[config.mk]
export PLATFORM = sky130hd
export DESIGN_NAME = flexcounter_scheduler
export DESIGN_NICKNAME = d
export VERILOG_FILES = /design/src/rtl/flexcounter_scheduler.sv
export SDC_FILE = /design/constraint.sdc
export NUM_CORES = 1
export LEC_CHECK = 0
export ABC_AREA = 0
export BUFFER_PORTS_ARGS = -buffer_cell sky130_fd_sc_hd__buf_4
export CAP_MARGIN = 20
export CORE_AREA = 4 4 91 50
export CTS_CLUSTER_DIAMETER = 60
export DETAILED_ROUTE_END_ITERATION = 16
export DIE_AREA = 0 0 95 54
export PLACE_DENSITY = 0.76
export SLEW_MARGIN = 20
export SYNTH_ARGS = -nofsm -noshare
export SYNTH_HDL_FRONTEND = slang
export SYNTH_SLANG_ARGS = --single-unit
[constraint.sdc]
create_clock -name clk -period 2.8 [get_ports clk]
set_input_delay 0.56 -clock clk [delete_from_list [all_inputs] [get_ports clk]]
set_output_delay 0.56 -clock clk [all_outputs]
set_load 0.1 [all_outputs]
[src/rtl/flexcounter_scheduler.sv]
// flexcounter_scheduler: shares one flexcounter among NUM_REQ one-shot delay requesters, round-robin.
// Optional watchdog: define FLEXCOUNTER_SCHED_WATCHDOG_EN to abort a RUN that never sees ctr_strobe.
//
// state    | meaning
// ---------+-------------------------------------------------------------
// ST_IDLE  | counter held clear, searching for the next requester
// ST_CLEAR | owner latched, counter cleared one cycle with maxCount valid
// ST_RUN   | counter enabled, waiting for strobe (or abort/watchdog)
// ST_DONE  | done pulse to owner, pointer moves to owner on exit
module flexcounter_scheduler #(
   parameter int NUM_REQ    = 4,
   parameter int COUNTSIZE  = 1024,
   parameter int COUNTWIDTH = $clog2(COUNTSIZE)
) (
   input  logic                          clk,
   input  logic                          nRST,
   input  logic [NUM_REQ-1:0]            req,
   input  logic [NUM_REQ*COUNTWIDTH-1:0] req_max,
   output logic [NUM_REQ-1:0]            grant,
   output logic [NUM_REQ-1:0]            done,
   output logic                          busy,
   output logic                          sched_error,
   output logic                          ctr_nRST,
   output logic                          ctr_enable,
   output logic [COUNTWIDTH-1:0]         ctr_maxCount,
   input  logic                          ctr_strobe,
   input  logic [COUNTWIDTH-1:0]         ctr_count
);

   localparam int IDXW = (NUM_REQ > 1) ? $clog2(NUM_REQ) : 1;

   typedef enum logic [1:0] {
      ST_IDLE  = 2'd0,
      ST_CLEAR = 2'd1,
      ST_RUN   = 2'd2,
      ST_DONE  = 2'd3
   } state_t;

   state_t                  state_q, state_d;
   logic [IDXW-1:0]         owner_q, owner_d;
   logic [IDXW-1:0]         last_q, last_d;
   logic [COUNTWIDTH-1:0]   max_q, max_d;
   logic                    zero_pend_q, zero_pend_d;
   logic [NUM_REQ-1:0]      grant_q, grant_d;
   logic [NUM_REQ-1:0]      done_q, done_d;
   logic                    busy_q, busy_d;
   logic                    err_q, err_d;
   logic                    nrst_q, nrst_d;
   logic                    en_q, en_d;

   logic                    sel_found;
   logic [IDXW-1:0]         sel_idx;
   logic [COUNTWIDTH-1:0]   sel_max;
   logic                    wd_trip;
   logic                    ctr_count_unused;

   // The counter's own count is not needed for sequencing; strobe is authoritative.
   assign ctr_count_unused = ^ctr_count;

   // Round-robin search starting just after the last served owner.
   always_comb begin
      sel_found = 1'b0;
      sel_idx   = '0;
      for (int k = 1; k <= NUM_REQ; k++) begin
         if (!sel_found && req[IDXW'((int'(last_q) + k) % NUM_REQ)]) begin
            sel_found = 1'b1;
            sel_idx   = IDXW'((int'(last_q) + k) % NUM_REQ);
         end
      end
   end

   assign sel_max = req_max[sel_idx*COUNTWIDTH +: COUNTWIDTH];

`ifdef FLEXCOUNTER_SCHED_WATCHDOG_EN
   localparam int WDW = COUNTWIDTH + 2;

   logic [WDW-1:0] wd_q, wd_d, wd_inc;

   assign wd_inc  = wd_q + WDW'(1);
   // Trips once the RUN cycle count would pass max+2 without a strobe.
   assign wd_trip = (wd_inc > ({2'b00, max_q} + WDW'(2)));
`else
   assign wd_trip = 1'b0;
`endif

   always_comb begin
      state_d     = state_q;
      owner_d     = owner_q;
      last_d      = last_q;
      max_d       = max_q;
      zero_pend_d = 1'b0;
      grant_d     = grant_q;
      done_d      = '0;
      err_d       = 1'b0;
      nrst_d      = nrst_q;
      en_d        = en_q;
`ifdef FLEXCOUNTER_SCHED_WATCHDOG_EN
      wd_d        = wd_q;
`endif
      case (state_q)
         ST_IDLE: begin
            grant_d = '0;
            nrst_d  = 1'b0;
            en_d    = 1'b0;
            if (sel_found) begin
               owner_d          = sel_idx;
               max_d            = sel_max;
               grant_d[sel_idx] = 1'b1;
               if (sel_max == '0) begin
                  // Zero delay skips the counter; DONE holds one extra cycle before pulsing.
                  state_d     = ST_DONE;
                  zero_pend_d = 1'b1;
               end else begin
                  state_d = ST_CLEAR;
               end
            end
         end
         ST_CLEAR: begin
            state_d = ST_RUN;
            nrst_d  = 1'b1;
            en_d    = 1'b1;
`ifdef FLEXCOUNTER_SCHED_WATCHDOG_EN
            wd_d    = '0;
`endif
         end
         ST_RUN: begin
            if (ctr_strobe) begin
               state_d         = ST_DONE;
               done_d[owner_q] = 1'b1;
               en_d            = 1'b0;
            end else if (wd_trip) begin
               state_d = ST_IDLE;
               err_d   = 1'b1;
               grant_d = '0;
               last_d  = owner_q;
               nrst_d  = 1'b0;
               en_d    = 1'b0;
            end else if (!req[owner_q]) begin
               state_d = ST_IDLE;
               grant_d = '0;
               nrst_d  = 1'b0;
               en_d    = 1'b0;
            end else begin
`ifdef FLEXCOUNTER_SCHED_WATCHDOG_EN
               wd_d = wd_inc;
`endif
            end
         end
         ST_DONE: begin
            if (zero_pend_q) begin
               done_d[owner_q] = 1'b1;
            end else begin
               state_d = ST_IDLE;
               grant_d = '0;
               last_d  = owner_q;
               nrst_d  = 1'b0;
               en_d    = 1'b0;
            end
         end
         default: begin
            state_d = ST_IDLE;
            grant_d = '0;
            nrst_d  = 1'b0;
            en_d    = 1'b0;
         end
      endcase
      busy_d = (state_d != ST_IDLE);
   end

   always_ff @(posedge clk or negedge nRST) begin
      if (!nRST) begin
         state_q     <= ST_IDLE;
         owner_q     <= '0;
         last_q      <= IDXW'(NUM_REQ - 1);
         max_q       <= '0;
         zero_pend_q <= 1'b0;
         grant_q     <= '0;
         done_q      <= '0;
         busy_q      <= 1'b0;
         err_q       <= 1'b0;
         nrst_q      <= 1'b0;
         en_q        <= 1'b0;
`ifdef FLEXCOUNTER_SCHED_WATCHDOG_EN
         wd_q        <= '0;
`endif
      end else begin
         state_q     <= state_d;
         owner_q     <= owner_d;
         last_q      <= last_d;
         max_q       <= max_d;
         zero_pend_q <= zero_pend_d;
         grant_q     <= grant_d;
         done_q      <= done_d;
         busy_q      <= busy_d;
         err_q       <= err_d;
         nrst_q      <= nrst_d;
         en_q        <= en_d;
`ifdef FLEXCOUNTER_SCHED_WATCHDOG_EN
         wd_q        <= wd_d;
`endif
      end
   end

   assign grant        = grant_q;
   assign done         = done_q;
   assign busy         = busy_q;
   assign sched_error  = err_q;
   assign ctr_nRST     = nrst_q;
   assign ctr_enable   = en_q;
   assign ctr_maxCount = max_q;

endmodule
Word level (Yosys, flattened, before mapping). Index checks and enable logic that the tools add are counted.

Multiplexer cells: 49. Add/sub/neg operators: 4. Eq/ne operators: 7. Shifts and indexed selects: 1. $lt $le $gt $ge: 8. Bitwise gates (word level): 1. Multiply operators: 1. Reduce and logical (&&, ||, !) cells: 17.

Operator list (number): indexed part select 40 x 7 -> 10 bit (1); two-way mux 4 bit (6); two-way mux 1 bit (22); two-way mux 2 bit (9); < comparator 2 x 4 -> 1 bit, second input constant (4); case mux 4 bit (3 select lines) (1); binary-select mux 1 bit (select 2 bit) (5); zero test 10 bit (1); case mux 1 bit (4 select lines) (2); case mux 2 bit (4 select lines) (1); case mux 4 bit (2 select lines) (1); < comparator 2 x 3 -> 1 bit, second input constant (2); inequality test 2 bit, second input constant (3); AND reduction 2 bit (3); logical AND 1 bit (5); multiplier 2 x 3 -> 5 bit, second input constant (1); adder 2 x 1 -> 2 bit, second input constant (2); adder 2 bit, second input constant (2); demux 1 bit (select 2 bit) (2); equality test 2 bit, second input constant (2); >= comparator 2 x 1 -> 1 bit, second input constant (2); AND reduction 4 bit (1); zero test 1 bit (3); inequality test 3 bit, second input constant (1); other kinds (6) (6).

Output and inout bits: 22. Bits in registers: 28.

Logic depth before layout (Yosys ltp). Gate-level depths: netlist (run 1).

Depth in word-level cells: 21. Mapped depth: 8.

Least setup slack after synthesis (run 1). OpenSTA, ideal clock, no wires.

Path type: input to register. Start: input req[1]. End: register state_q[1]. Arrival time: 1.926 ns. Slack: 0.796 ns. Stages: 8. Setup time: 0.078 ns. Path buffers: 1. Data required time: 2.722 ns. Path through: a21o_1 > a31oi_4 > buf_6 > mux2i_1 > mux2i_1 > nor4_2 > nand3_1 > a21oi_1.

Word-level cells in the longest chain between the ends: 19. Elaborated cells between the ends (all ways): 36.

RTL lines: start, declared (line 17) `input logic [NUM_REQ-1:0] req,`; binary-select mux 1 bit (select 2 bit) (line 65) `if (!sel_found && req[IDXW'((int'(last_q) + k) % NUM_REQ)]) begin`; two-way mux 1 bit (implied by the code) (2 in a row) (line 65); two-way mux 1 bit (line 65); zero test 1 bit (line 65); logical AND 1 bit (line 65); two-way mux 1 bit (line 65); zero test 1 bit (line 65); logical AND 1 bit (line 65); [3 not listed]; two-way mux 2 bit (line 65); multiplier 2 x 3 -> 5 bit (line 72) `assign sel_max = req_max[sel_idx*COUNTWIDTH +: COUNTWIDTH];`; indexed part select 40 x 7 -> 10 bit (line 72); zero test 10 bit (line 109) `if (sel_max == '0) begin`; two-way mux 2 bit (line 109); two-way mux 2 bit (line 105) `if (sel_found) begin`; case mux 2 bit (4 select lines) (*) (line 100) `case (state_q)`; via state_d[1] (line 39) `state_t state_q, state_d;`; end signal, assigned (line 187) `state_q <= state_d;`; end, declared (line 39).

The timed path passes the listed nets; every way through them passes the cells marked *. The select of a mux whose other input is x is not followed. A chain may end at the register's enable or synchronous reset.

Worst setup path in the final report (run 1).
Start: register last_q[1]. End: register state_q[1].

Word-level cells in the longest chain between the ends: 20. Elaborated cells between the ends (all ways): 36.

RTL lines: start, declared (line 41) `logic [IDXW-1:0] last_q, last_d;`; start signal, assigned (line 174) `last_q <= IDXW'(NUM_REQ - 1);`; start signal, assigned (line 189) `last_q <= last_d;`; adder 2 x 1 -> 2 bit (line 65, 67); binary-select mux 1 bit (select 2 bit) (line 65); two-way mux 1 bit (implied by the code) (2 in a row) (line 65); two-way mux 1 bit (line 65); zero test 1 bit (line 65); logical AND 1 bit (line 65); two-way mux 1 bit (line 65); zero test 1 bit (line 65); [4 not listed]; two-way mux 2 bit (line 65); multiplier 2 x 3 -> 5 bit (line 72); indexed part select 40 x 7 -> 10 bit (line 72); zero test 10 bit (line 109); two-way mux 2 bit (line 109); two-way mux 2 bit (*) (line 105); case mux 2 bit (4 select lines) (*) (line 100); via state_d[1] (line 39).

Marks and branches as above.

==> qor.csv, run 1 <==
stage,metric,value,unit
logic_synthesis,synth_cell_types,34,
setup_path,endpoint_kind,flop,
clock_network,cts.sinks,28,
setup_path,required,3.00,ns
clock_network,cts-resized-gates,0,
logic_synthesis,syn_inst,143,
finish,ff_latch_area,703,sq um
detailed_routing,wire_per_inst,15.6,um
detailed_routing,ant_nets,0,
floorplanning,die_h,54,um
logic_synthesis,synthTopCellsByCount,"mux2i_1 (31), dfrtp_1 (26), mux2_2 (16), nand2_1 (11), nand2b_1 (7)",
power_and_ir_drop,ir_drop,596,uV
floorplanning,coreArea,3760,sq um
power_and_ir_drop,p_seq_share,24.1,%
power_and_ir_drop,p_sw,1.64,mW
logic_synthesis,syn_area,1670,sq um
timing,slew_viol_final,0,
clock_network,hold_buffers,0,
logic_synthesis,synth_seq_cells,28,
grt,globalRoute.totalOverflow,0,
timing,hold_viol,0,
power_and_ir_drop,clkPwrFrac,8.2,%
timing,setup_slack,0.541,ns
detailed_routing,drt_iter0_markers,62,
detailed_routing,viasPerCell,5.09,
timing,rsz0062_at_grt,no,
clock_network,clkTransAtPathRegs,0.09,ns
logic_synthesis,ys_async_sr_fraction,100,%
setup_path,crit_type,flop to flop,
finish,antennaDiodeCount,0,
clock_network,postCtsSetupBuffers,0,
logic_synthesis,yosysSeqAreaShare,42.0,%
finish,multi_input_area,917,sq um
detailed_routing,dr.pass1.iters,4,
finish,n_fill_cell,337,
finish,fin_cells,266,
clock_network,cts_max_path_buffers,2,
placed_design,io_buffers,67,
grt,grt_pass1_wl,6510,um
grt,grt_use_total,16.8,%
grt,antenna_found_initial,0,
detailed_routing,vias,1354,
power_and_ir_drop,leakage,1.15,nW
placed_design,dp.final_hpwl,3390,um
power_and_ir_drop,intPower,1.35,mW
finish,final_nets,275,
clock_network,numCtsBuffers,3,
logic_synthesis,synth_top_area_share,38.9,%
clock_network,insertion_delay,0.27,ns
detailed_routing,totalWireLength,4150,um
timing,fin_crit,2.26,ns
clock_network,htreeDepth,1,
grt,grt_pass1_vias,1367,
timing,setup_tns,0,ns
detailed_routing,drc,0,
placed_design,place_worst_setup_slack,0.342,ns
power_and_ir_drop,powerDensity,1300,nW/um^2
timing,max_freq,443,MHz
logic_synthesis,synth.most_common_cell,mux2i_1,
min_path,hp-class,input port to async pin,
finish,layout-drive-gt1-share,45.3,%
floorplanning,initial_core_util,44.5,%
outcome,status,completed,
floorplanning,rows,16,
setup_path,worstPathArrival,2.46,ns
logic_synthesis,yosys_warnings,0,
logic_synthesis,synth_nets,205,
logic_synthesis,synth_largest_area_cell,dfrtp_1,
placed_design,place.gp.congestion,0.746,
logic_synthesis,synthFlopType,dfrtp_1,
power_and_ir_drop,power.total,2.99,mW
clock_network,cts_tree,done,
clock_network,root_buffer,clkbuf_8,
floorplanning,ios,79,
floorplanning,chipWidth,95,um
power_and_ir_drop,combPwrFrac,67.7,%
setup_path,worst_setup_path_start_kind,flop,
placed_design,place_inst,262,
logic_synthesis,synth-edff-count,0,
logic_synthesis,synth.avg_cell_area,11.7,sq um
timing,worst_slew_pin_slew,0.615,ns
timing,fin_skew,0.00271,ns
power_and_ir_drop,p_sw_share,54.7,%
floorplanning,dieArea,5130,sq um
job,drv_cap,0,
logic_synthesis,synthTopCellsByArea,"dfrtp_1 (39%), mux2i_1 (19%), mux2_2 (11%), ha_1 (3.7%), dfstp_2 (3.1%)",
grt,grt_max_degree,29,
timing,hold_ws,0.188,ns
setup_path,crit_fanout,15,
timing,setup_viol,0,
timing,layout_worst_path_cycle_share,80.7,%
finish,syn_to_final_growth,36.9,%
timing,slew_headroom,57.9,%
-- per-stage QoR --
| step | instance area, sq um | utilization (%) |
|---|---|---|
| final | 2290 | 60.9 |
| after CTS | 2290 | 60.9 |
| after global placement | 2240 | 59.4 |
| after global routing | 2290 | 60.9 |
| after detailed placement | 2240 | 59.4 |
| after floorplan | 1670 | - |
-- cell usage in the layout (no fill, tap or decap), types with 2 or more instances in the layout --
cell type / n
nand2_1: 11
ha_1: 5
nor4_1: 2
nand2b_1: 7
mux2i_1: 31
buf_4: 69
nor2_1: 3
o31ai_1: 2
nand3_1: 3
dfrtp_1: 26
inv_1: 3
nor3_1: 2
dfstp_2: 2
clkbuf_8: 4
a21oi_1: 5
mux2_2: 16
o21ai_0: 4
-- worst max-delay path, cell delays in order, from the launching register on --
cell and delay (ns):
dfstp_2 0.60, nand2b_1 0.12, a21oi_1 0.09, o221ai_4 0.52
mux2i_1 0.22, nor4_2 0.34, nand3_1 0.14, a21oi_1 0.16
-- per-layer routing --
layer	GRT usage (%)	vias to the layer above	share of wire, %
li1	-	656	-
met1	22.0	642	45
met2	27.3	54	46
met3	6.28	2	8.6
met4	2.87	0	0.19
met5	0	-	0
-- registers in the layout, indices dropped and copies added (netlist names) --
register      cells
grant             4
done              4
state_q           2
ctr_enable        1
busy              1
ctr_maxCount     10
owner_q           2
last_q            2
ctr_nRST          1
zero_pend_q       1
-- final timing paths --
check | startpoint | endpoint | slack (ns) | cells past startpoint
max in group asynchronous | nRST | last_q[1] | 2.30 | 1
hold / removal | nRST | done[3] | 0.19 | 1
setup / recovery | last_q[1] | state_q[1] | 0.54 | 7
setup reg to reg | last_q[1] | state_q[1] | 0.54 | 7
min in group clk | grant[1] | grant[1] | 0.50 | 2
hold reg to reg | grant[1] | grant[1] | 0.50 | 2
-- power by group through the flow --
| stage | Clock, mW | Combinational [mW] | Sequential [mW] |
|---|---|---|---|
| floorplan | 0 | 0.785 | 1.52 |
| global placement | 0 | 1.98 | 0.715 |
| detailed placement | 0 | 2.03 | 0.724 |
| CTS | 0.253 | 2.04 | 0.718 |
| global route | 0.272 | 2.13 | 0.741 |
| finish | 0.245 | 2.02 | 0.720 |
-- cells by family (layout without fill, tap and decap cells) --
kind of cell / after synthesis / in the layout / share of synthesized area (%)
simple gates: 34 / 34 / 10.9
compound gates: 19 / 19 / 9.27
buf+inv: 8 / 77 / 3.21
fa+ha+maj: 5 / 5 / 3.74
mux: 48 / 48 / 30.6
other cells: 1 / 1 / 0.224
flops: 28 / 28 / 42.0
-- layout make-up --
type / instances / share of cell area [%]
sequential: 28 / 30.7
tap: 54 / 2.95
inverter: 3 / 0.491
timing repair buffer: 70 / 23.5
clock buffer: 4 / 2.40
multi-input combinational: 107 / 40.0
No activity file was read; power rests on OpenSTA's default activity.
==> run 2: changes to the inputs <==
--- a/config.mk
+++ b/config.mk
@@ -8,11 +8,11 @@
 export ABC_AREA = 0
 export BUFFER_PORTS_ARGS = -buffer_cell sky130_fd_sc_hd__buf_4
 export CAP_MARGIN = 20
-export CORE_AREA = 4 4 91 50
+export CORE_AREA = 4 4 95 52
 export CTS_CLUSTER_DIAMETER = 60
 export DETAILED_ROUTE_END_ITERATION = 16
-export DIE_AREA = 0 0 95 54
-export PLACE_DENSITY = 0.76
+export DIE_AREA = 0 0 99 56
+export PLACE_DENSITY = 0.74
 export SLEW_MARGIN = 20
 export SYNTH_ARGS = -nofsm -noshare
 export SYNTH_HDL_FRONTEND = slang
==> constraint.sdc (replaced) <==
create_clock -name clk -period 2.05 [get_ports clk]
set_input_delay 0.41 -clock clk [delete_from_list [all_inputs] [get_ports clk]]
set_output_delay 0.41 -clock clk [all_outputs]
set_load 0.1 [all_outputs]
==> qor.csv, run 2 (synthesis results as in run 1) <==
stage,metric,value,unit,change
finish,syn_to_final_growth,48.8,%,
setup_path,critPathLaunch,last_q[1],,
finish,largest_register_ffs,10,,unchanged
setup_path,cp_num_buf_inv,1,,+1
finish,multi_input_area,951,sq um,+3.7%
grt,grt_max_degree,29,,unchanged
setup_path,cp.depth,8,,+1
floorplanning,dieArea,5540,sq um,+8.1%
grt,grt_pass1_vias,1357,,-0.73%
grt,globalRoute.totalOverflow,0,,unchanged
floorplanning,coreArea,4190,sq um,+11%
setup_path,r2r-start,last_q[1],,
placed_design,io_buffers,67,,unchanged
clock_network,hold_buffers,0,,unchanged
job,drv_cap,0,,unchanged
min_path,hp-class,input port to async pin,,
finish,antennaDiodeCount,0,,unchanged
setup_path,reg2reg_to,state_q[1],,
power_and_ir_drop,p_seq_share,21.2,%,-2.9 points
power_and_ir_drop,leakage,1.24,nW,+8.5%
power_and_ir_drop,p_sw_share,51.3,%,-3.4 points
power_and_ir_drop,intPower,2.18,mW,+61%
setup_path,endpoint,state_q[1],,
outcome,violations,setup timing,,
detailed_routing,dr.pass1.iters,4,,unchanged
finish,layout_commonest_cell,buf_4,,
clock_network,clkTransAtPathRegs,0.10,ns,about the same
setup_path,cp_top_family,simple AND/OR/NAND/NOR gates,,
clock_network,cts_tree,done,,
setup_path,max_stage_delay,0.57,ns,-0.03 ns
setup_path,rrSetupSlack,-0.04,ns,-0.59 ns
timing,setup_viol,1,,+1
timing,setup_slack,-0.0445,ns,-0.585 ns
floorplanning,chipWidth,99,um,+4.2%
clock_network,insertion_delay,0.28,ns,about the same
finish,layout_common_cells,"buf_4 (80), mux2i_1 (28), dfrtp_1 (26), mux2_2 (14), nand2_1 (11)",,
placed_design,place.gp.congestion,0.769,,+3.1%
power_and_ir_drop,clkPwrFrac,9.7,%,+1.5 points
timing,slew_viol_final,0,,unchanged
floorplanning,rows,17,,+1
clock_network,htreeDepth,1,,unchanged
placed_design,dp.final_hpwl,3320,um,-2.2%
timing,rsz0062_at_grt,yes,,
finish,ff_latch_area,703,sq um,unchanged
clock_network,root_buffer,clkbuf_8,,
outcome,status,"complete, but fails checks",,
setup_path,required,2.25,ns,-0.75 ns
power_and_ir_drop,powerDensity,1800,nW/um^2,+38%
detailed_routing,viasPerCell,4.73,,-7.0%
finish,fin_cells,284,,+6.8%
setup_path,path_common_cell,mux2i_1,,
setup_path,crit_type,flop to flop,,
setup_path,reg2reg_depth,8,,+1
floorplanning,ios,79,,unchanged
grt,antenna_found_initial,0,,unchanged
setup_path,worstPathArrival,2.30,ns,-0.16 ns
power_and_ir_drop,combPwrFrac,69.0,%,+1.3 points
timing,hold_viol,0,,unchanged
detailed_routing,ant_nets,0,,unchanged
finish,layout-drive-gt1-share,50.7,%,+5.4 points
setup_path,crit_fanout,5,,-10
power_and_ir_drop,ir_drop,1090,uV,+82%
detailed_routing,wire_per_inst,14.3,um,-8.2%
power_and_ir_drop,p_sw,2.29,mW,+40%
setup_path,cp_slowest_cell,dfstp_2,,
grt,grt_use_total,15.6,%,-1.3 points
timing,max_freq,477,MHz,+7.9%
clock_network,cts_max_path_buffers,2,,unchanged
clock_network,cts.sinks,28,,unchanged
finish,n_fill_cell,368,,+9.2%
timing,fin_skew,0.0105,ns,+0.00777 ns
detailed_routing,totalWireLength,4070,um,-2.0%
grt,grt_pass1_wl,6920,um,+6.2%
setup_path,endpoint_kind,flop,,
clock_network,numCtsBuffers,3,,unchanged
timing,fin_crit,2.09,ns,-0.165 ns
placed_design,place_inst,278,,+6.1%
detailed_routing,drt_iter0_markers,52,,-16%
floorplanning,die_h,56,um,+3.7%
setup_path,cp_cell_sequence,"nand3b_1, a31oi_4, buf_6, mux2i_1, mux2i_1, nor4_1, nand3_1, a21oi_1",,
power_and_ir_drop,power.total,4.47,mW,+50%
detailed_routing,vias,1344,,-0.74%
finish,final_nets,290,,+5.5%
timing,layout_worst_path_cycle_share,102,%,+21 points
floorplanning,initial_core_util,40.0,%,-4.5 points
detailed_routing,drc,0,,unchanged
setup_path,worst_setup_path_start_kind,flop,,
[run 2: worst min-delay path by stage]
stage | to
floorplan | busy
global placement | grant[1]
detailed placement | done[1]
CTS | done[1]
global route | ctr_nRST
finish | ctr_nRST
[run 2: power groups by stage]
stage | Clock, mW | Combinational, mW | Sequential, mW
6_report | 0.436 | 3.09 | 0.951
5_1_grt | 0.477 | 3.27 | 0.983
4_1_cts | 0.447 | 3.10 | 0.949
3_5_place_dp | 0 | 2.99 | 0.963
3_3_place_gp | 0 | 2.96 | 0.959
2_1_floorplan | 0 | 1.07 | 2.08
[run 2: what timing repair did]
item                                    4_1_cts  5_1_grt
resized for setup                             4        7
buffers inserted                              2        0
endpoints found under the setup margin        2        7
pin swaps                                     1        1
cloned                                        1        0
[run 2: final cells by class]
type / instances / share of cell area (%)
Clock inverter: 1 / 1.21
Multi-Input combinational cell: 107 / 38.2
Tap cell: 57 / 2.86
Timing Repair Buffer: 85 / 27.4
Inverter: 3 / 0.452
Clock buffer: 3 / 1.66
Sequential cell: 28 / 28.2
[run 2: stage by stage]
stage / cell area, sq um / worst slack (ns) / utilization (%) / setup TNS [ns] / hold slack, ns
3_5_place_dp: 2360 / -0.128 / 56.4 / -0.216 / 0.352
5_1_grt: 2490 / -0.212 / 59.5 / -0.432 / 0.0440
2_1_floorplan: 1670 / 0.0599 / - / 0 / 0.114
6_report: 2490 / -0.0445 / 59.5 / -0.0445 / 0.0244
3_3_place_gp: 2360 / -0.0870 / 56.4 / -0.161 / 0.349
4_1_cts: 2490 / -0.0887 / 59.4 / -0.111 / 0.0388
[run 2: metal layers]
| layer | routed length (um) | track usage (%) |
|---|---|---|
| met1 | 2210 | 24.5 |
| met2 | 1550 | 20.3 |
| met3 | 266 | 4.51 |
| met4 | 34 | 3.50 |
| met5 | 0 | 0 |
